`config.mk`:
```
export PLATFORM = sky130hd
export DESIGN_NAME = seq_divider_flat
export DESIGN_NICKNAME = d
export VERILOG_FILES = /design/src/rtl/seq_divider_if.sv /design/src/rtl/seq_divider.sv /design/src/flat_wrapper.sv
export SDC_FILE = /design/constraint.sdc
export NUM_CORES = 1
export LEC_CHECK = 0
export CAP_MARGIN = 30
export CORE_MARGIN = 8
export CORE_UTILIZATION = 57
export CTS_CLUSTER_SIZE = 40
export DETAILED_ROUTE_END_ITERATION = 8
export GPL_TIMING_DRIVEN = 0
export HOLD_SLACK_MARGIN = 0.02
export PLACE_DENSITY_LB_ADDON = 0.12
export SYNTH_ARGS = -nofsm -noshare
export SYNTH_HDL_FRONTEND = slang
export SYNTH_SLANG_ARGS = --single-unit
```
`constraint.sdc`:
```
create_clock -name clk -period 6.2 [get_ports clk]
set_input_delay 0.62 -clock clk [delete_from_list [all_inputs] [get_ports clk]]
set_output_delay 0.62 -clock clk [all_outputs]
set_load 0.02 [all_outputs]
```
`src/rtl/seq_divider_if.sv`:
```
// +----------------------------------------------------------------------------+
// | Module   : seq_divider_if                                                  |
// | Brief    : Request/result bundle for the sequential divider.               |
// | Revision : 1.0                                                             |
// +----------------------------------------------------------------------------+
`default_nettype none

interface seq_divider_if #(
  parameter int WIDTH = 32
);
  logic             start;
  logic             is_signed;
  logic [WIDTH-1:0] A;
  logic [WIDTH-1:0] B;
  logic [WIDTH-1:0] HI;
  logic [WIDTH-1:0] LO;
  logic             div0;
  logic             busy;
  logic             done;

  modport master (
    output start, is_signed, A, B,
    input  HI, LO, div0, busy, done
  );

  modport slave (
    input  start, is_signed, A, B,
    output HI, LO, div0, busy, done
  );
endinterface

`default_nettype wire

```
`src/rtl/seq_divider.sv`:
```
// +----------------------------------------------------------------------------+
// | Module   : seq_divider                                                     |
// | Brief    : Restoring signed/unsigned divider, one quotient bit per cycle.  |
// | Revision : 1.0                                                             |
// +----------------------------------------------------------------------------+
`default_nettype none

module seq_divider #(
  parameter int WIDTH = 32
) (
  input  logic          clk,
  input  logic          reset,
  seq_divider_if.slave  bus
);

  localparam int              c_CW   = $clog2(WIDTH);
  localparam logic [c_CW-1:0] c_LAST = c_CW'(WIDTH - 1);
  localparam logic [c_CW-1:0] c_ONE  = c_CW'(1);

  typedef enum logic [1:0] {
    S_IDLE = 2'd0,
    S_DIV  = 2'd1,
    S_FIX  = 2'd2
  } state_t;

  state_t           r_state;
  state_t           w_state_nxt;
  logic             w_accept;
  logic             w_step;
  logic             w_fix;

  logic [c_CW-1:0]  r_cnt;
  logic [WIDTH:0]   r_rem;
  logic [WIDTH-1:0] r_quo;
  logic [WIDTH-1:0] r_dvs;
  logic             r_neg_q;
  logic             r_neg_r;
  logic [WIDTH-1:0] r_hi;
  logic [WIDTH-1:0] r_lo;
  logic             r_div0;
  logic             r_busy;
  logic             r_done;

  logic             w_a_neg;
  logic             w_b_neg;
  logic [WIDTH-1:0] w_a_mag;
  logic [WIDTH-1:0] w_b_mag;
  logic             w_b_zero;
  logic [WIDTH+1:0] w_shift;
  logic [WIDTH+1:0] w_diff;

  assign w_a_neg  = bus.is_signed & bus.A[WIDTH-1];
  assign w_b_neg  = bus.is_signed & bus.B[WIDTH-1];
  assign w_a_mag  = w_a_neg ? -bus.A : bus.A;
  assign w_b_mag  = w_b_neg ? -bus.B : bus.B;
  assign w_b_zero = (bus.B == '0);

  // Extra top bit makes the trial subtraction's sign the restore decision.
  assign w_shift  = {r_rem, r_quo[WIDTH-1]};
  assign w_diff   = w_shift - {2'b00, r_dvs};

  always_ff @(posedge clk or negedge reset) begin
    if (!reset) begin
      r_state <= S_IDLE;
    end else begin
      r_state <= w_state_nxt;
    end
  end

  always_comb begin
    w_state_nxt = r_state;
    w_accept    = 1'b0;
    w_step      = 1'b0;
    w_fix       = 1'b0;
    case (r_state)
      S_IDLE: begin
        if (bus.start) begin
          w_accept    = 1'b1;
          w_state_nxt = w_b_zero ? S_IDLE : S_DIV;
        end
      end
      S_DIV: begin
        w_step = 1'b1;
        if (r_cnt == c_LAST) begin
          w_state_nxt = S_FIX;
        end
      end
      S_FIX: begin
        w_fix       = 1'b1;
        w_state_nxt = S_IDLE;
      end
      default: w_state_nxt = S_IDLE;
    endcase
  end

  always_ff @(posedge clk or negedge reset) begin
    if (!reset) begin
      r_cnt   <= '0;
      r_rem   <= '0;
      r_quo   <= '0;
      r_dvs   <= '0;
      r_neg_q <= 1'b0;
      r_neg_r <= 1'b0;
      r_hi    <= '0;
      r_lo    <= '0;
      r_div0  <= 1'b0;
      r_busy  <= 1'b0;
      r_done  <= 1'b0;
    end else begin
      r_done <= 1'b0;
      if (w_accept) begin
        if (w_b_zero) begin
          r_hi   <= bus.A;
          r_lo   <= '1;
          r_div0 <= 1'b1;
          r_done <= 1'b1;
        end else begin
          r_div0  <= 1'b0;
          r_rem   <= '0;
          r_quo   <= w_a_mag;
          r_dvs   <= w_b_mag;
          r_neg_q <= w_a_neg ^ w_b_neg;
          r_neg_r <= w_a_neg;
          r_cnt   <= '0;
          r_busy  <= 1'b1;
        end
      end
      if (w_step) begin
        r_cnt <= r_cnt + c_ONE;
        if (w_diff[WIDTH+1]) begin
          r_rem <= w_shift[WIDTH:0];
          r_quo <= {r_quo[WIDTH-2:0], 1'b0};
        end else begin
          r_rem <= w_diff[WIDTH:0];
          r_quo <= {r_quo[WIDTH-2:0], 1'b1};
        end
      end
      if (w_fix) begin
        r_hi   <= r_neg_r ? -r_rem[WIDTH-1:0] : r_rem[WIDTH-1:0];
        r_lo   <= r_neg_q ? -r_quo : r_quo;
        r_busy <= 1'b0;
        r_done <= 1'b1;
      end
    end
  end

  assign bus.HI   = r_hi;
  assign bus.LO   = r_lo;
  assign bus.div0 = r_div0;
  assign bus.busy = r_busy;
  assign bus.done = r_done;

endmodule

`default_nettype wire

```
`src/flat_wrapper.sv`:
```
// flat-port wrapper written by rule: the top's interface ports become plain ports
module seq_divider_flat 
#(
  parameter int WIDTH = 32
)
  (clk, reset, bus_start, bus_is_signed, bus_A, bus_B, bus_HI, bus_LO, bus_div0, bus_busy, bus_done);
  seq_divider_if #(.WIDTH(WIDTH)) bus_i ();
  input  logic clk;
  input  logic reset;
  input wire logic [$bits(bus_i.start)-1:0] bus_start;
  input wire logic [$bits(bus_i.is_signed)-1:0] bus_is_signed;
  input wire logic [$bits(bus_i.A)-1:0] bus_A;
  input wire logic [$bits(bus_i.B)-1:0] bus_B;
  output wire logic [$bits(bus_i.HI)-1:0] bus_HI;
  output wire logic [$bits(bus_i.LO)-1:0] bus_LO;
  output wire logic [$bits(bus_i.div0)-1:0] bus_div0;
  output wire logic [$bits(bus_i.busy)-1:0] bus_busy;
  output wire logic [$bits(bus_i.done)-1:0] bus_done;
  assign bus_i.start = bus_start;
  assign bus_i.is_signed = bus_is_signed;
  assign bus_i.A = bus_A;
  assign bus_i.B = bus_B;
  assign bus_HI = bus_i.HI;
  assign bus_LO = bus_i.LO;
  assign bus_div0 = bus_i.div0;
  assign bus_busy = bus_i.busy;
  assign bus_done = bus_i.done;
  seq_divider #(.WIDTH(WIDTH)) u_core (.clk(clk), .reset(reset), .bus(bus_i));
endmodule
```
Word-level counts from Yosys, hierarchy flattened:

Index checks and enable logic that the tools add are counted.

* add/subtract/negate cells: 6
* eq/ne operators: 7
* multiplexer cells: 35
* bitwise logic cells: 4
* reductions and logical operators: 10

Operators by type and width (number)
* 2-to-1 mux 32 bit: 13
* 2-to-1 mux 33 bit: 4
* negator 32 bit: 4
* subtractor 34 x 32 -> 34 bit: 1
* logical NOT 32 bit: 1
* 2-to-1 mux 5 bit: 3
* 2-to-1 mux 1 bit: 12
* AND reduction 2 bit: 5
* inequality test 2 x 1 -> 1 bit (second input constant): 3
* nonzero test 2 bit: 3
* adder 5 x 1 -> 5 bit (second input constant): 1
* equality test 5 bit (second input constant): 1
* 2-to-1 mux 2 bit: 2
* case mux 2 bit (2 select lines): 1
* AND 1 bit: 2
* equality test 2 x 1 -> 1 bit (second input constant): 1
* equality test 2 bit (second input constant): 1
* logical NOT 2 bit: 1
* inequality test 2 bit (second input constant): 1
* inverter 1 bit: 1
* XOR 1 bit: 1

* bits in registers: 173
* bits of input ports: 68
* output and inout port bits: 67

Depth between registers and ports, before layout:

Gate-level depths: netlist of run 1.

* depth in word-level cells: 5
* gate-level depth with buffers: 14
* depth with buffers taken out: 13

Worst setup path before layout of run 1:

No wires, ideal clock.

* kind: flip-flop to flip-flop
* start point: register u_core.r_rem[25]
* end point: register u_core.r_rem[31]
* library setup time: 0.133 ns
* data arrival time: 2.769 ns
* slack: 3.298 ns
* cell stages (with the launch flop): 13
* period minus slack after synthesis: 2.902 ns
* cell sequence: dfrtp_1 > ha_1 > clkbuf_1 > a21o_1 > a221oi_1 > a22o_1 > mux2i_1 > o31ai_1 > nor3_1 > buf_2 > clkbuf_1 > mux2i_1 > o21ai_0

* longest elaborated chain between the ends: 3

RTL lines
* from (decl): RTL line seq_divider.sv:33 `logic [WIDTH:0] r_rem;`
* from (signal assigned): RTL line seq_divider.sv:131 `r_rem <= w_shift[WIDTH:0];`
* from (signal assigned): RTL line seq_divider.sv:134 `r_rem <= w_diff[WIDTH:0];`
* subtractor 34 x 32 -> 34 bit: RTL line seq_divider.sv:60 `assign w_diff = w_shift - {2'b00, r_dvs};`
* 2-to-1 mux 33 bit: RTL line seq_divider.sv:130 `if (w_diff[WIDTH+1]) begin`
* 2-to-1 mux 33 bit: RTL line seq_divider.sv:128 `if (w_step) begin`

Every way passes these cells.
A chain may end at the register's enable or synchronous reset.

Worst setup path after layout of run 1:

* start point: register u_core.r_quo[31]
* end point: register u_core.r_rem[31]

* longest elaborated chain between the ends: 3

RTL lines
* from (decl): RTL line seq_divider.sv:34 `logic [WIDTH-1:0] r_quo;`
* from (signal assigned): RTL line seq_divider.sv:120 `r_quo <= w_a_mag;`
* from (signal assigned): RTL line seq_divider.sv:132 `r_quo <= {r_quo[WIDTH-2:0], 1'b0};`
* from (signal assigned): RTL line seq_divider.sv:135 `r_quo <= {r_quo[WIDTH-2:0], 1'b1};`
* subtractor 34 x 32 -> 34 bit: RTL line seq_divider.sv:60
* 2-to-1 mux 33 bit: RTL line seq_divider.sv:130
* 2-to-1 mux 33 bit: RTL line seq_divider.sv:128

Every way passes these cells.

==> flow_metrics.tcl, run 1 <==
set metrics [dict create \
    fill_cells 1664 \
    fmaxAchievable_mhz 253 \
    grtUsageTotal 0.281 \
    pwr_density_cell_mw_per_mm2 538 \
    gp_congestion 0.942 \
    pre_cts_slack_ps 2020 \
    clkSinkCount 173 \
    ys_ff_latch 173 \
    required_ps 6500 \
    synth_edf_count 0 \
    antenna_found_initial 0 \
    syn-cell-area_sq_mm 0.0116 \
    ys.flop_type "dfrtp_1" \
    die_w_um 159 \
    max_slew.worst_pin.slew_ps 858 \
    synth_nets 1489 \
    ioPinCount 135 \
    cp-start-kind "register" \
    cts.reportedPaths.clkPinSlew_ps 70 \
    rows 52 \
    vias 10900 \
    cts_tree "yes" \
    syn_avg_cell_area_sq_um 8.39 \
    worstPathArrival_ps 4250 \
    crit_type "register to register" \
    final.period_utilization 0.638 \
    fin_skew_ps 14.8 \
    end_kind "register" \
    slew_violations 0 \
    post_cts_resized 0 \
    finalWorstPathRequiredPeriod_ps 3950 \
    grt_max_degree 93 \
    core_sq_mm 0.0201 \
    status "finished clean" \
    peakVddDrop_mv 0.274 \
    holdCritPathClass "input port to async pin" \
    wire_per_inst_um 19.0 \
    dieArea_sq_mm 0.0252 \
    ctsLongestPathBuffers 2 \
    cts_made_buffers 17 \
    initial_core_util 0.577 \
    regArea_sq_mm 0.00433 \
    port_buffers 134 \
    synth_top_area_cell "dfrtp_1" \
    hpwl_um 27100 \
    diodes 0 \
    yosys-top-cells-count "dfrtp_1 (173), o21ai_0 (157), nand2_1 (134), nor2_1 (132), a21oi_1 (85)" \
    cap_violations 0 \
    die_h_um 159 \
    leakagePower_nw 5.71 \
    setup_slack_ps 2250 \
    area_growth_pct 19.8 \
    fin_nets 1644 \
    dr.pass1.iters 5 \
    grt_overflow 0 \
    hold_buffers 0 \
    synth.area.top_cells "dfrtp_1 (37%), o21ai_0 (6.8%), xnor2_1 (5.9%)" \
    drc 0 \
    clock_latency_ps 440 \
    ant_nets 0 \
    final-hold-violation-count 0 \
    path_max_fanout 10 \
    rsz0062_at_grt "false" \
    drive_above_1_share 0.0471 \
    grt_pass1_vias 10500 \
    dr.first_iter.drc_count 862 \
    async_reset_ff_frac 1.00 \
    ys_seq_area_frac 0.373 \
    setup_viol 0 \
    relSlewSlack 0.422 \
    root_buffer "clkbuf_16" \
    grt_pass1_wl_um 54900 \
    yosysMostFrequentCell "dfrtp_1" \
    avgViaCountPerCell 5.98 \
    fin_setup_tns_ps 0 \
    synth_top_area_frac 0.373 \
    ys_types 69 \
    cts_max_level 4 \
    multi_input_area_sq_mm 0.00673 \
    syn_inst 1382 \
    post-cts-setup-buffers 0 \
    wl_um 34500 \
    ys.warnings.count 0 \
]
-- cell type report --
class / count / area share
well taps: 270 / 0.0243
clock inverters: 14 / 0.0113
inverters: 61 / 0.0165
repair buffers: 136 / 0.0992
flip-flops and latches: 173 / 0.311
plain buffers: 77 / 0.0223
multi-input cells: 1071 / 0.484
clock buffers: 18 / 0.0309
-- cells in the final DEF, fill, tap and decap left out, drive strengths merged, types with 12 or more instances in the layout --
cell	n
dfrtp	173
o21ai	161
nand2	134
clkdlybuf4s50	133
nor2	133
a21oi	85
xnor2	78
clkbuf	76
xor2	66
inv	66
nand3	47
ha	38
nor3	34
a31oi	29
mux2i	29
o31ai	27
a221o	25
buf	22
or3	19
or4	17
and3	14
o22ai	12
o41ai	12
-- report_power, final --
group	total [W]	internal, W	switching (W)
Clock	0.00107	0.000601	0.000473
Sequential	0.00205	0.00155	0.000507
Combinational	0.00436	0.00187	0.00249
Total	0.00748	0.00402	0.00347
-- metrics by stage --
stage	hold WS, ps	total power (W)	cells	area (sq um)	util
3_3_place_gp	462	0.00623	1786	13300	0.660
3_5_place_dp	469	0.00634	1788	13300	0.662
2_1_floorplan	324	0.00519	1382	11600	-
5_1_grt	197	0.00808	1820	13900	0.691
4_1_cts	185	0.00743	1820	13900	0.691
6_report	148	0.00748	1820	13900	0.691
-- path summary, 6_finish.rpt --
kind	slack [ps]	start	depth (start not counted)	endpoint
setup / recovery	2250	u_core.r_quo[31]$_DFFE_PN0P_	12	u_core.r_rem[31]$_DFFE_PN0P_
hold / removal	150	reset	1	u_core.bus.LO[5]$_DFFE_PN0P_
setup reg to reg	2250	u_core.r_quo[31]$_DFFE_PN0P_	12	u_core.r_rem[31]$_DFFE_PN0P_
hold reg to reg	480	u_core.r_dvs[29]$_DFFE_PN0P_	2	u_core.r_dvs[29]$_DFFE_PN0P_
max in group asynchronous	5190	reset	2	u_core.r_dvs[30]$_DFFE_PN0P_
min in group clk	480	u_core.r_dvs[29]$_DFFE_PN0P_	2	u_core.r_dvs[29]$_DFFE_PN0P_
-- flip-flops by register name, summed over array words and instances (netlist names), 2 cells and up --
signal          cells
u_core.r_dvs       32
u_core.r_cnt        5
u_core.r_quo       32
u_core.r_state      2
u_core.r_rem       33
u_core.bus.HI      32
u_core.bus.LO      32
-- worst max-delay path, stage by stage, from the launching register on --
cell       delay, ps
dfrtp_1          460
inv_1            230
ha_1             250
nor2b_1           80
o2111ai_1        290
a31oi_1          150
nor3b_1          630
o31ai_1          210
nor3_1           280
buf_2            360
clkbuf_1         520
mux2i_1          260
o21ai_0           90
-- per-layer routing --
| metal | GRT usage | wire, um |
|---|---|---|
| met5 | 0 | 0 |
| met4 | 0.124 | 1340 |
| met3 | 0.0429 | 2190 |
| met2 | 0.486 | 17000 |
| met1 | 0.339 | 14000 |
-- kinds of logic (layout without fill, tap and decap cells) --
logic type      count (synthesis)  after routing  share of synthesized area
compound gates                403            403                      0.216
xor+xnor                      144            144                      0.109
fa+ha+maj                      39             39                     0.0427
buf+inv                       138            306                     0.0465
flops                         173            173                      0.373
mux                            30             30                     0.0260
simple gates                  455            455                      0.187
Power figures use the tool's default switching activity.
==> inputs of run 2 (changes only) <==
- CORE_UTILIZATION: 57 -> 52
- clock period: 6.2 -> 3.5 ns (I/O delays scaled with it)
==> run 2 against run 1 <==
Net effect:
- critical endpoint unchanged
- total power grew 82%
- non-clock buffer count grew 4
- sequential share of layout area decreased by 0.33 points
- cell count increased by 0.77%
- routed wire length grew 4.1%
- final area rose by 1.1%
- global-route usage shrank 1.5 points
- core utilization shrank 4.9 points
- register-to-register slack got worse by 2100 ps
- die area is 8.6% higher
- flip-flop and latch count unchanged
==> flow_metrics.tcl, run 2 (synthesis results as in run 1) <==
set metrics [dict create \
    status "finished clean" \
    avgViaCountPerCell 5.90 \
    final-hold-violation-count 0 \
    power_w 0.0136 \
    clkSinkCount 173 \
    area_growth_pct 21.2 \
    finalWorstPathRequiredPeriod_ps 3400 \
    drc 0 \
    core_sq_mm 0.0219 \
    regMostFlops "u_core.r_rem" \
    peakVddDrop_mv 0.467 \
    relSlewSlack 0.418 \
    fill_cells 1987 \
    pwr_density_cell_mw_per_mm2 967 \
    place_area_sq_mm 0.0133 \
    drive_above_1_share 0.0611 \
    cts.reportedPaths.clkPinSlew_ps 80 \
    die_w_um 165 \
    gp_congestion 0.936 \
    final.period_utilization 0.970 \
    pre_cts_slack_ps -395 \
    worst_hold_slack_ps 465 \
    die_h_um 165 \
    ioPinCount 135 \
    ant_nets 0 \
    grt_max_degree 91 \
    ctsLongestPathBuffers 2 \
    regArea_sq_mm 0.00433 \
    setup_slack_ps 103 \
    multi_input_area_sq_mm 0.00681 \
    fin_skew_ps 14.4 \
    wire_per_inst_um 19.6 \
    rows 54 \
    vias 10800 \
    p_seq_frac 0.268 \
    grt_pass1_wl_um 56700 \
    dr.first_iter.drc_count 878 \
    clock_latency_ps 440 \
    switchingPower_w 0.00636 \
    holdCritPathClass "input port to async pin" \
    dr.pass1.iters 5 \
    layout_common_cells "dfrtp_1 (171), o21ai_0 (157), nand2_1 (134)" \
    grt_pass1_vias 10600 \
    wl_um 36000 \
    pwr-share-comb 0.590 \
    final_cells 1834 \
    crit_type "register to register" \
    diodes 0 \
    hpwl_um 28400 \
    worstPathArrival_ps 3700 \
    dieArea_sq_mm 0.0273 \
    path_max_fanout 10 \
    root_buffer "clkbuf_16" \
    design_area_sq_mm 0.0141 \
    cts_max_level 4 \
    leakagePower_nw 5.76 \
    end_kind "register" \
    largest_reg_flops 33 \
    swShare 0.468 \
    cp-start-kind "register" \
    initial_core_util 0.530 \
    fin_nets 1648 \
    fmaxAchievable_mhz 294 \
    p_int_w 0.00724 \
    cts_made_buffers 17 \
    grt_overflow 0 \
    cts_tree "yes" \
    final_common_cell "dfrtp_1" \
    required_ps 3800 \
    clockPowerShare 0.142 \
    slew_violations 0 \
    placedCellCount 1798 \
    grtUsageTotal 0.265 \
    max_slew.worst_pin.slew_ps 864 \
    cap_violations 0 \
    port_buffers 134 \
    setup_viol 0 \
    antenna_found_initial 0 \
]
## run 2: cell count changes in the layout (fill, tap and decap cells not counted), sizes merged
cell         change
inv              +1
dlygate4sd3      +1
bufinv           -1
clkbuf           -2
buf              +5
clkinvlp         -3
clkinv           +3
## run 2: final cells by class
class                           instances  share of cell area
Buffer                                 77              0.0231
Clock buffer                           18              0.0305
Clock inverter                         14              0.0122
Inverter                               61              0.0163
Multi-Input combinational cell       1071               0.485
Sequential cell                       173               0.308
Tap cell                              280              0.0249
Timing Repair Buffer                  140               0.100
## run 2: per-stage QoR
step                 util  setup TNS (ps)
global placement    0.607         -866630
detailed placement  0.609          -30760
global route        0.642           -1.53
floorplan               -               0
finish              0.642               0
CTS                 0.638               0
## run 2: path summary, 6_finish.rpt
kind,startpoint,cells past startpoint,slack [ps],endpoint
max in group asynchronous,reset,3,2110,u_core.r_rem[25]$_DFFE_PN0P_
hold reg to reg,u_core.r_dvs[23]$_DFFE_PN0P_,2,480,u_core.r_dvs[23]$_DFFE_PN0P_
hold / removal,reset,2,460,u_core.bus.LO[4]$_DFFE_PN0P_
setup / recovery,u_core.r_rem[25]$_DFFE_PN0P_,12,100,u_core.r_rem[31]$_DFFE_PN0P_
min in group clk,u_core.r_dvs[23]$_DFFE_PN0P_,2,480,u_core.r_dvs[23]$_DFFE_PN0P_
setup reg to reg,u_core.r_rem[25]$_DFFE_PN0P_,12,100,u_core.r_rem[31]$_DFFE_PN0P_
## run 2: repair_timing
action | CTS | global route
endpoints found under the setup margin | 28 | 106
resized for setup | 7 | 21
buffers inserted | 1 | 2
endpoints found under the hold margin | 83 | 0
hold buffers | 1 | 0
pin swaps | 1 | 3
## run 2: critical path, stage by stage, from the launching register on
cell and delay, ps:
dfrtp_2 470, ha_1 290, clkbuf_1 200, a21o_1 240
a221oi_1 380, a22o_1 290, mux2i_1 210, o31ai_1 120
nor3_2 250, buf_6 200, buf_2 280, mux2i_1 220
o21ai_0 100
## run 2: power groups by stage
stage | Combinational [W] | Sequential, W | Clock [W]
floorplan | 0.00574 | 0.00345 | 0
CTS | 0.00782 | 0.00361 | 0.00195
finish | 0.00802 | 0.00364 | 0.00193
detailed placement | 0.00768 | 0.00365 | 0
global placement | 0.00759 | 0.00361 | 0
global route | 0.00887 | 0.00375 | 0.00203
## run 2: routing by layer
metal  routed length (um)  vias to the layer above  global-route usage  part of all wire
met5                    0                        -                   0                 0
met4                 1300                        0               0.120             0.036
met3                 1790                       80              0.0302             0.050
met2                18000                      345               0.470              0.50
met1                14900                     5125               0.319              0.41
li1                     -                     5269                   -                 -
==> inputs of run 3 (changes only) <==
- SLEW_MARGIN: default -> 20
==> run 3 against run 2 <==
Net effect:
- clock power decreased by 6%
- clock skew fell by 1.2 ps
- hold slack gained 15 ps
- via count increased by 0.21%
- cell count is 0.22% lower
- critical path type unchanged
- largest cell class unchanged
- sequential power about the same
==> flow_metrics.tcl, run 3 (synthesis results as in run 1) <==
set metrics [dict create \
    utilization 0.640 \
    cts.reportedPaths.clkPinSlew_ps 70 \
    grt_pass1_wl_um 56800 \
    clkSinkCount 173 \
    final_cells 1830 \
    status "finished clean" \
    worst_hold_slack_ps 480 \
    final.period_utilization 0.963 \
    relSlewSlack 0.402 \
    reg2reg_depth 12 \
    grtUsageTotal 0.265 \
    die_h_um 165 \
    cp-start-kind "register" \
    port_buffers 134 \
    peakVddDrop_mv 0.393 \
    slew_violations 0 \
    fin_skew_ps 13.2 \
    rows 54 \
    worstPathArrival_ps 3660 \
    root_buffer "clkbuf_16" \
    grt_overflow 0 \
    crit_type "register to register" \
    cts_tree "yes" \
    ctsLongestPathBuffers 2 \
    area_growth_pct 20.8 \
    dr.first_iter.drc_count 1022 \
    r2r-start "u_core.r_rem[25]$_DFFE_PN0P_" \
    r2r_setup_slack_ps 130 \
    initial_core_util 0.530 \
    regMostFlops "u_core.r_rem" \
    cts_max_level 4 \
    wire_per_inst_um 19.6 \
    crit_end "u_core.r_rem[12]$_DFFE_PN0P_" \
    hpwl_um 28400 \
    dieArea_sq_mm 0.0273 \
    layout_common_cells "dfrtp_1 (171), o21ai_0 (157), nand2_1 (134)" \
    design_area_sq_mm 0.0140 \
    vias 10800 \
    wl_um 35900 \
    ant_nets 0 \
    ioPinCount 135 \
    setup_viol 0 \
    pwr_density_cell_mw_per_mm2 961 \
    diodes 0 \
    grt_pass1_vias 10600 \
    fin_nets 1645 \
    dr.pass1.iters 6 \
    drive_above_1_share 0.0613 \
    holdCritPathClass "input port to async pin" \
    rsz0062_at_grt "false" \
    finalWorstPathRequiredPeriod_ps 3370 \
    fmaxAchievable_mhz 297 \
    required_ps 3790 \
    path_max_fanout 10 \
    cap_violations 0 \
    max_slew.worst_pin.slew_ps 887 \
    die_w_um 165 \
    avgViaCountPerCell 5.92 \
    place_area_sq_mm 0.0133 \
    startpoint "u_core.r_rem[25]$_DFFE_PN0P_" \
    drc 0 \
    grt_max_degree 91 \
    final-hold-violation-count 0 \
    largest_reg_flops 33 \
    clock_latency_ps 430 \
    gp_congestion 0.936 \
    antenna_found_initial 0 \
    leakagePower_nw 5.72 \
    end_kind "register" \
    cts_made_buffers 17 \
    core_sq_mm 0.0219 \
    regToRegEndpoint "u_core.r_rem[12]$_DFFE_PN0P_" \
    final_common_cell "dfrtp_1" \
    placedCellCount 1797 \
]
==> run 3: power breakdown <==
group / internal [W] / switching, W / total, W / leakage (nW)
combinational: 0.00346 / 0.00454 / 0.00801 / 3.43
sequential: 0.00274 / 0.000896 / 0.00364 / 2.04
clock: 0.000934 / 0.000881 / 0.00181 / 0.259
total: 0.00714 / 0.00632 / 0.0135 / 5.72
==> run 3: area by class of cell <==
| cell class | count | area (sq um) |
|---|---|---|
| inverters | 61 | 229 |
| clock buffers | 17 | 425 |
| multi-input cells | 1071 | 6810 |
| plain buffers | 76 | 329 |
| flip-flops and latches | 173 | 4330 |
| clock inverters | 14 | 130 |
| repair buffers | 138 | 1400 |
| fillers | 1942 | 7880 |
| well taps | 280 | 350 |
==> run 3: critical path, cell delays in order (launching register included) <==
cell      delay, ps
dfrtp_2         470
ha_1            290
clkbuf_1        200
a21o_1          240
a221oi_1        350
a22o_1          260
mux2i_1         210
o31ai_1         130
nor3_2          290
buf_6           210
buf_4           240
mux2i_1         220
o21ai_0         110
==> run 3: worst min-delay path by stage <==
stage | startpoint | to | slack [ps] | cells after the start
finish | reset | u_core.bus.LO[3]$_DFFE_PN0P_ | 480 | 2
global route | u_core.r_dvs[25]$_DFFE_PN0P_ | u_core.r_dvs[25]$_DFFE_PN0P_ | 520 | 2
CTS | u_core.r_dvs[25]$_DFFE_PN0P_ | u_core.r_dvs[25]$_DFFE_PN0P_ | 490 | 2
detailed placement | reset | u_core.bus.LO[5]$_DFFE_PN0P_ | 380 | 1
global placement | u_core.bus.busy$_DFFE_PN0P_ | u_core.bus.busy$_DFFE_PN0P_ | 460 | 2
floorplan | reset | u_core.bus.HI[0]$_DFFE_PN0P_ | 50 | 0
==> run 3: metal layers <==
metal	part of all wire	up-vias	GRT usage
met2	0.50	376	0.470
met4	0.034	0	0.103
met1	0.41	5109	0.318
met5	0	-	0
met3	0.061	89	0.0392
li1	-	5268	-
==> run 3: timing repair <==
item | CTS | global route
hold endpoints to repair | 83 | 0
hold buffers | 1 | 0
pin swaps | 1 | 1
resized for setup | 10 | 20
buffers inserted | 0 | 2
endpoints found under the setup margin | 28 | 105
==> run 3: per-stage QoR <==
step / power [W] / TNS (ps) / setup slack, ps
after floorplan: 0.00919 / 0 / 598
after global routing: 0.0145 / 0 / 6.98
after global placement: 0.0112 / -866630 / -4890
final: 0.0135 / 0 / 130
after detailed placement: 0.0113 / -34280 / -423
after CTS: 0.0133 / 0 / 3.95
==> patch 1, RTL diff (config.mk and constraints of run 2) <==
Make the reset (`reset`) synchronous in 2 clocked blocks.
--- a/src/rtl/seq_divider.sv
+++ b/src/rtl/seq_divider.sv
@@ -60,5 +60,5 @@
   assign w_diff   = w_shift - {2'b00, r_dvs};
 
-  always_ff @(posedge clk or negedge reset) begin
+  always_ff @(posedge clk) begin
     if (!reset) begin
       r_state <= S_IDLE;
@@ -94,5 +94,5 @@
   end
 
-  always_ff @(posedge clk or negedge reset) begin
+  always_ff @(posedge clk) begin
     if (!reset) begin
       r_cnt   <= '0;
Behaviour: differs if reset is asserted again (counterexample within 4 cycles, from zero or initial values and one cycle with reset low); with reset held inactive, the same outputs for 4 cycles.
==> patch 1 against run 2 <==
Wire length up 4.6%; maximum frequency down 0.37%; highest routed layer unchanged; design area down 3.2%; critical path type is now input port to flip-flop; via count up 2.9%; sequential share of layout area down 5.3 points; count of clock-buffer cells in the layout unchanged; critical endpoint is now u_core.bus.HI[14]; area after synthesis down 3.8%; setup slack worse by 0.013 ns; sequential cell count unchanged; first-iteration DRC count up 13%.
Power is not compared: it rests on default switching activity, and its combinational part moved more than twofold at a synthesized area within 25%.
==> patch 1: results (changes against run 2) <==
Parameter                              Value

Worst setup path
  Data arrival time of the critical path ... 3.74 ns (+0.04 ns)
  Capturing point of the worst reg2reg path ... u_core.bus.HI[30]
  Slowest cell on the critical path ... sky130_fd_sc_hd__or4_1
  Startpoint of the lowest-slack register-to-register path ... u_core.r_rem[2]
  Number of cell instances on the worst register-to-register path ... 9 (-3)
  R2r setup slk ... 0.17 ns (+0.07 ns)
  Launching instance or port of the critical path ... bus_B[11]
  Delay contributed by the slowest stage of the critical path ... 0.60 ns (+0.13 ns)

Routing
  Detailed Route Iter0 Violations ... 988 (+13%)
  Total number of vias ... 11,128 (+2.9%)
  Detail-routed net length per standard cell ... 20.4 um (+4.2%)

Final layout
  Final net count ... 1,660 (+0.73%)
  Share of final-layout standard cells stronger than drive strength 1 ... 0.0664 (+0.00528)
  Filler cells ... 1,858 (-6.5%)

Global route
  Largest net degree at the start of global routing ... 18 (-80%)
  Antenna violations before repair ... 0 (unchanged)
  Overall track demand over capacity in global routing ... 0.279 (+0.0141)
  Wire length of the first global-routing pass ... 58,600 um (+3.4%)

Timing
  Fraction of the cycle the final worst path needs ... 0.974 (+0.00361)
  Final worst clock skew ... 0.00954 ns (-0.00485 ns)
  Min Hold Slack ... 0.470 ns (+0.00520 ns)
  Tightest Pin Transition ... 0.931 ns (+0.0674 ns)

Placed design
  Final HPWL DP ... 29,400 um (+3.7%)
  Pre-CTS WS ... -0.826 ns (-0.431 ns)
  Final GP Congestion ... 0.970 (+3.7%)

Clocking
  Maximum root-to-sink buffer count ... 2 (unchanged)

Logic synthesis
  Async set-or-reset flop fraction in the synthesized netlist ... 0 (-1.00)
  Library cells used by synthesis ... 67 (-2.9%)
  Top post-synthesis cells by count ... 173 x sky130_fd_sc_hd__dfxtp_1, 171 x sky130_fd_sc_hd__nand2_1, 108 x sky130_fd_sc_hd__o21ai_0
  Sequential element share of the synthesized area ... 0.310 (-0.0628)

Run status
  Run status ... finished, final reports clean

Min path
  Tightest Hold Check Type ... flip-flop to flip-flop
==> patch 1: cell types whose count changed after synthesis, sizes merged, moves of 15 or more <==
cell | before | now
nor2b | 11 | 46
dfxtp | 0 | 173
a221o | 25 | 0
a31oi | 29 | 9
clkbuf | 58 | 73
o211a | 2 | 36
a222oi | 0 | 31
nand3 | 47 | 23
o21ai | 161 | 109
nor2 | 133 | 94
dfrtp | 173 | 0
a21o | 5 | 21
nand2 | 134 | 171
==> patch 1: layer usage <==
metal,up-vias,global-route usage,wire [um]
li1,5367,-,-
met1,5259,0.322,15200
met2,411,0.487,18200
met3,91,0.0379,2290
met4,0,0.167,1920
met5,-,0,0
==> patch 1: where the power goes <==
part	total, uW	internal [uW]	leakage [uW]	switching, uW
Sequential	2130	2040	0.00141	90.7
Clock	2010	1100	0.000295	906
Combinational	1220	519	0.00380	697
==> patch 1: cell type report <==
class | count | share of cell area
Multi-Input combinational cell | 1081 | 0.529
Tap cell | 275 | 0.0253
Buffer | 86 | 0.0289
Inverter | 54 | 0.0149
Timing Repair Buffer | 140 | 0.102
Sequential cell | 173 | 0.255
Clock buffer | 18 | 0.0323
Clock inverter | 14 | 0.0129
==> patch 1: through the flow <==
stage               cell area [um2]  std cells
floorplan                     11200       1399
global placement              12800       1808
detailed placement            12800       1809
CTS                           13500       1840
global route                  13600       1841
finish                        13600       1841
==> patch 1: logic make-up after synthesis <==
logic type                 count (synthesis)  share of synthesized area
buffers and inverters                    145                     0.0518
DFF                                      173                      0.310
AOI/OAI and AO/OA                        413                      0.258
muxes                                     28                     0.0252
and+or+nand+nor                          456                      0.196
xor gates and xnor gates                 145                      0.114
adders and majority gates                 39                     0.0444
==> patch 1: how the worst max path moves through the flow <==
stage | endpoint | cells past startpoint
global placement | u_core.r_dvs[22] | 10
finish | u_core.bus.HI[14] | 10
global route | u_core.r_rem[24] | 12
CTS | u_core.r_dvs[8] | 9
detailed placement | u_core.r_rem[0] | 11
floorplan | u_core.r_rem[1] | 11
==> patch 1: worst reg2reg max path, stage by stage (launching register included) <==
cell and delay [ns]:
sky130_fd_sc_hd__dfxtp_1 0.41, sky130_fd_sc_hd__or3_1 0.46, sky130_fd_sc_hd__or4_4 0.57, sky130_fd_sc_hd__or4_4 0.50
sky130_fd_sc_hd__or4_4 0.45, sky130_fd_sc_hd__nand2b_4 0.18, sky130_fd_sc_hd__o21ai_2 0.19, sky130_fd_sc_hd__xor2_2 0.21
sky130_fd_sc_hd__o21ai_0 0.10, sky130_fd_sc_hd__and2_1 0.17
==> patch 1: timing repair <==
item                                   in CTS  in global routing
resized for setup                          19                 24
setup endpoints to repair                 130                153
buffers inserted                            0                  5
pin swaps                                   0                  2
endpoints found under the hold margin       0                  0
==> patch 2, RTL diff (flow settings as in run 2) <==
Made on the original files. `WIDTH` is set to 32 in 3 places; all go to 64.
--- a/src/rtl/seq_divider_if.sv
+++ b/src/rtl/seq_divider_if.sv
@@ -7,5 +7,5 @@
 
 interface seq_divider_if #(
-  parameter int WIDTH = 32
+  parameter int WIDTH = 64
 );
   logic             start;
--- a/src/rtl/seq_divider.sv
+++ b/src/rtl/seq_divider.sv
@@ -7,5 +7,5 @@
 
 module seq_divider #(
-  parameter int WIDTH = 32
+  parameter int WIDTH = 64
 ) (
   input  logic          clk,
--- a/src/flat_wrapper.sv
+++ b/src/flat_wrapper.sv
@@ -2,5 +2,5 @@
 module seq_divider_flat 
 #(
-  parameter int WIDTH = 32
+  parameter int WIDTH = 64
 )
   (clk, reset, bus_start, bus_is_signed, bus_A, bus_B, bus_HI, bus_LO, bus_div0, bus_busy, bus_done);
Interface: changed (resized bus_A, bus_B, bus_HI and bus_LO); port bits go from 135 to 263. No check against the original RTL was run, so the function may have changed too.
==> patch 2 against run 2 <==
The run now ends with negative setup slack left; critical path depth fell by 1; clock skew down 0.0012 ns; area after synthesis rose by 95%; synthesized cell count is 97% higher; final cell count grew 100%; wire length up 130%; power grew 90%; die area up 85%; design area up 110%; setup slack worse by 0.51 ns; non-clock buffer count is 253 higher; sequential cell count up 161; global-route usage rose by 4.8 points; largest power group unchanged.
==> patch 2: results (changes against run 2) <==
Parameter                              Value

Worst setup path
  R2r setup slk ... -0.41 ns (-0.51 ns)
  Capturing point of the worst reg2reg path ... u_core.bus.LO[53]
  Cell family with the largest share of critical-path delay ... simple AND/OR/NAND/NOR gates
  Slowest cell on the critical path ... sky130_fd_sc_hd__or4_4
  Number of cell instances on the worst register-to-register path ... 11 (-1)
  Delay contributed by the slowest stage of the critical path ... 0.54 ns (+0.07 ns)

Timing
  Final worst clock skew ... 0.0131 ns (-0.00125 ns)
  TNS Setup ... -4.37 ns (-4.37 ns)
  Worst-case headroom to the max-slew limit ... 0.331 (-0.0865)
  Setup Viol. Count Final ... 17 (+17)
  Worst Setup Slack, final ... -0.410 ns (-0.513 ns)
  Min Hold Slack ... 0.213 ns (-0.251 ns)

Clocking
  Maximum root-to-sink buffer count ... 3 (+1)
  # H-tree levels ... 2 (-2)
  Clock network latency to the later pin of the worst-skew pair ... 0.56 ns (+0.12 ns)
  Number of post-CTS setup repair buffers ... 32 (+31)
  TritonCTS Buffers ... 39 (+22)
  Resized Gates After CTS ... 223 (+216)

Final layout
  Filler cells ... 3,525 (+77%)
  Final net count ... 3,271 (+98%)
  Share of final-layout standard cells stronger than drive strength 1 ... 0.129 (+0.0674)
  Number of flip-flops under the largest register name ... 65 (+97%)

Pwr
  Switch share ... 0.457 (-0.0113)
  Proportion of power drawn by the clock network ... 0.165 (+0.023)
  Static leakage ... 0.0119 uW (+110%)
  Clock distribution power ... 4280 uW (+120%)
  Combinational power ... 14,700 uW (+83%)
  Largest voltage drop on the vdd net ... 0.497 mV (+6.5%)

Routing
  Overall routed net length ... 82,900 um (+130%)
  Via density ... 6.07 (+2.9%)
  Detailed Route Iter0 Violations ... 2,208 (+150%)

Placed design
  Placement-stage cell area ... 26,100 um2 (+96%)
  Final HPWL DP ... 63,200 um (+120%)
  Port bufs ... 262 (+96%)
  Final GP Congestion ... 0.958 (+2.4%)

Logic synthesis
  Total nets after synthesis ... 2,923 (+96%)
  Leading cell types by total area after synthesis ... sky130_fd_sc_hd__dfrtp_1 37%, sky130_fd_sc_hd__xor2_1 6.8%, sky130_fd_sc_hd__o21ai_0 5.2%
  Top post-synthesis cells by count ... 334 x sky130_fd_sc_hd__dfrtp_1, 310 x sky130_fd_sc_hd__nand2_1, 264 x sky130_fd_sc_hd__nor2_1
  Area share of the largest cell type after synthesis ... 0.369 (-0.00423)
  Sequential element share of the synthesized area ... 0.369 (-0.00423)
  Most used flip-flop cell after synthesis ... sky130_fd_sc_hd__dfrtp_1

Global route
  Antenna violations before repair ... 2 (+2)
  Overall track demand over capacity in global routing ... 0.314 (+0.0483)
  Largest net degree at the start of global routing ... 115 (+26%)
  Vias in the first global route ... 21,825 (+110%)

Min path
  Count of cells along the worst hold path ... 4
  Tightest Hold Check Type ... input port to flip-flop

Run status
  Violations in the final reports ... negative setup slack
  Run status ... complete, but fails checks
patch 2: worst max-delay path by stage:
stage	from	to	cells after the start
2_1_floorplan	u_core.r_quo[4]	u_core.bus.LO[61]	11
3_3_place_gp	reset	u_core.r_dvs[55]	1
3_5_place_dp	bus_B[27]	u_core.r_neg_q	13
4_1_cts	u_core.r_quo[4]	u_core.bus.LO[61]	10
5_1_grt	u_core.r_quo[4]	u_core.bus.LO[61]	10
6_report	u_core.r_quo[4]	u_core.bus.LO[53]	11
patch 2: cell type report:
cell class | count | area (um2) | area share
tap | 585 | 732 | 0.0249
sequential | 334 | 8390 | 0.286
antenna | 2 | 5.00 | 0.000171
clock buffer | 53 | 1150 | 0.0392
timing repair buffer | 331 | 3280 | 0.112
inverter | 106 | 398 | 0.0136
multi-input combinational | 2118 | 14300 | 0.489
clock inverter | 16 | 193 | 0.00657
buffer | 139 | 852 | 0.0290
patch 2: stage by stage:
stage	worst slack, ns	util	instances
2_1_floorplan	-0.308	-	2721
5_1_grt	-0.476	0.681	3682
4_1_cts	-0.348	0.663	3657
3_5_place_dp	-2.14	0.606	3573
6_report	-0.410	0.681	3684
3_3_place_gp	-11.89	0.604	3568
patch 2: per-layer routing:
layer	GRT usage	vias to the layer above	wire length, um
met3	0.0586	230	6440
met1	0.396	10679	33600
met5	0	-	13
li1	-	10461	-
met2	0.514	1001	38500
met4	0.154	2	4320
patch 2: cells by family (layout without fill, tap and decap cells):
kind of cell	after synthesis	in the layout	synth area share
XOR/XNOR	307	307	0.119
other	0	2	0
adder cells (fa/ha/maj)	70	70	0.0390
AO/OA/AOI/OAI	822	822	0.231
flip-flops	334	334	0.369
multiplexers	27	27	0.0119
AND/OR/NAND/NOR	892	892	0.181
buffers and inverters	269	645	0.0493
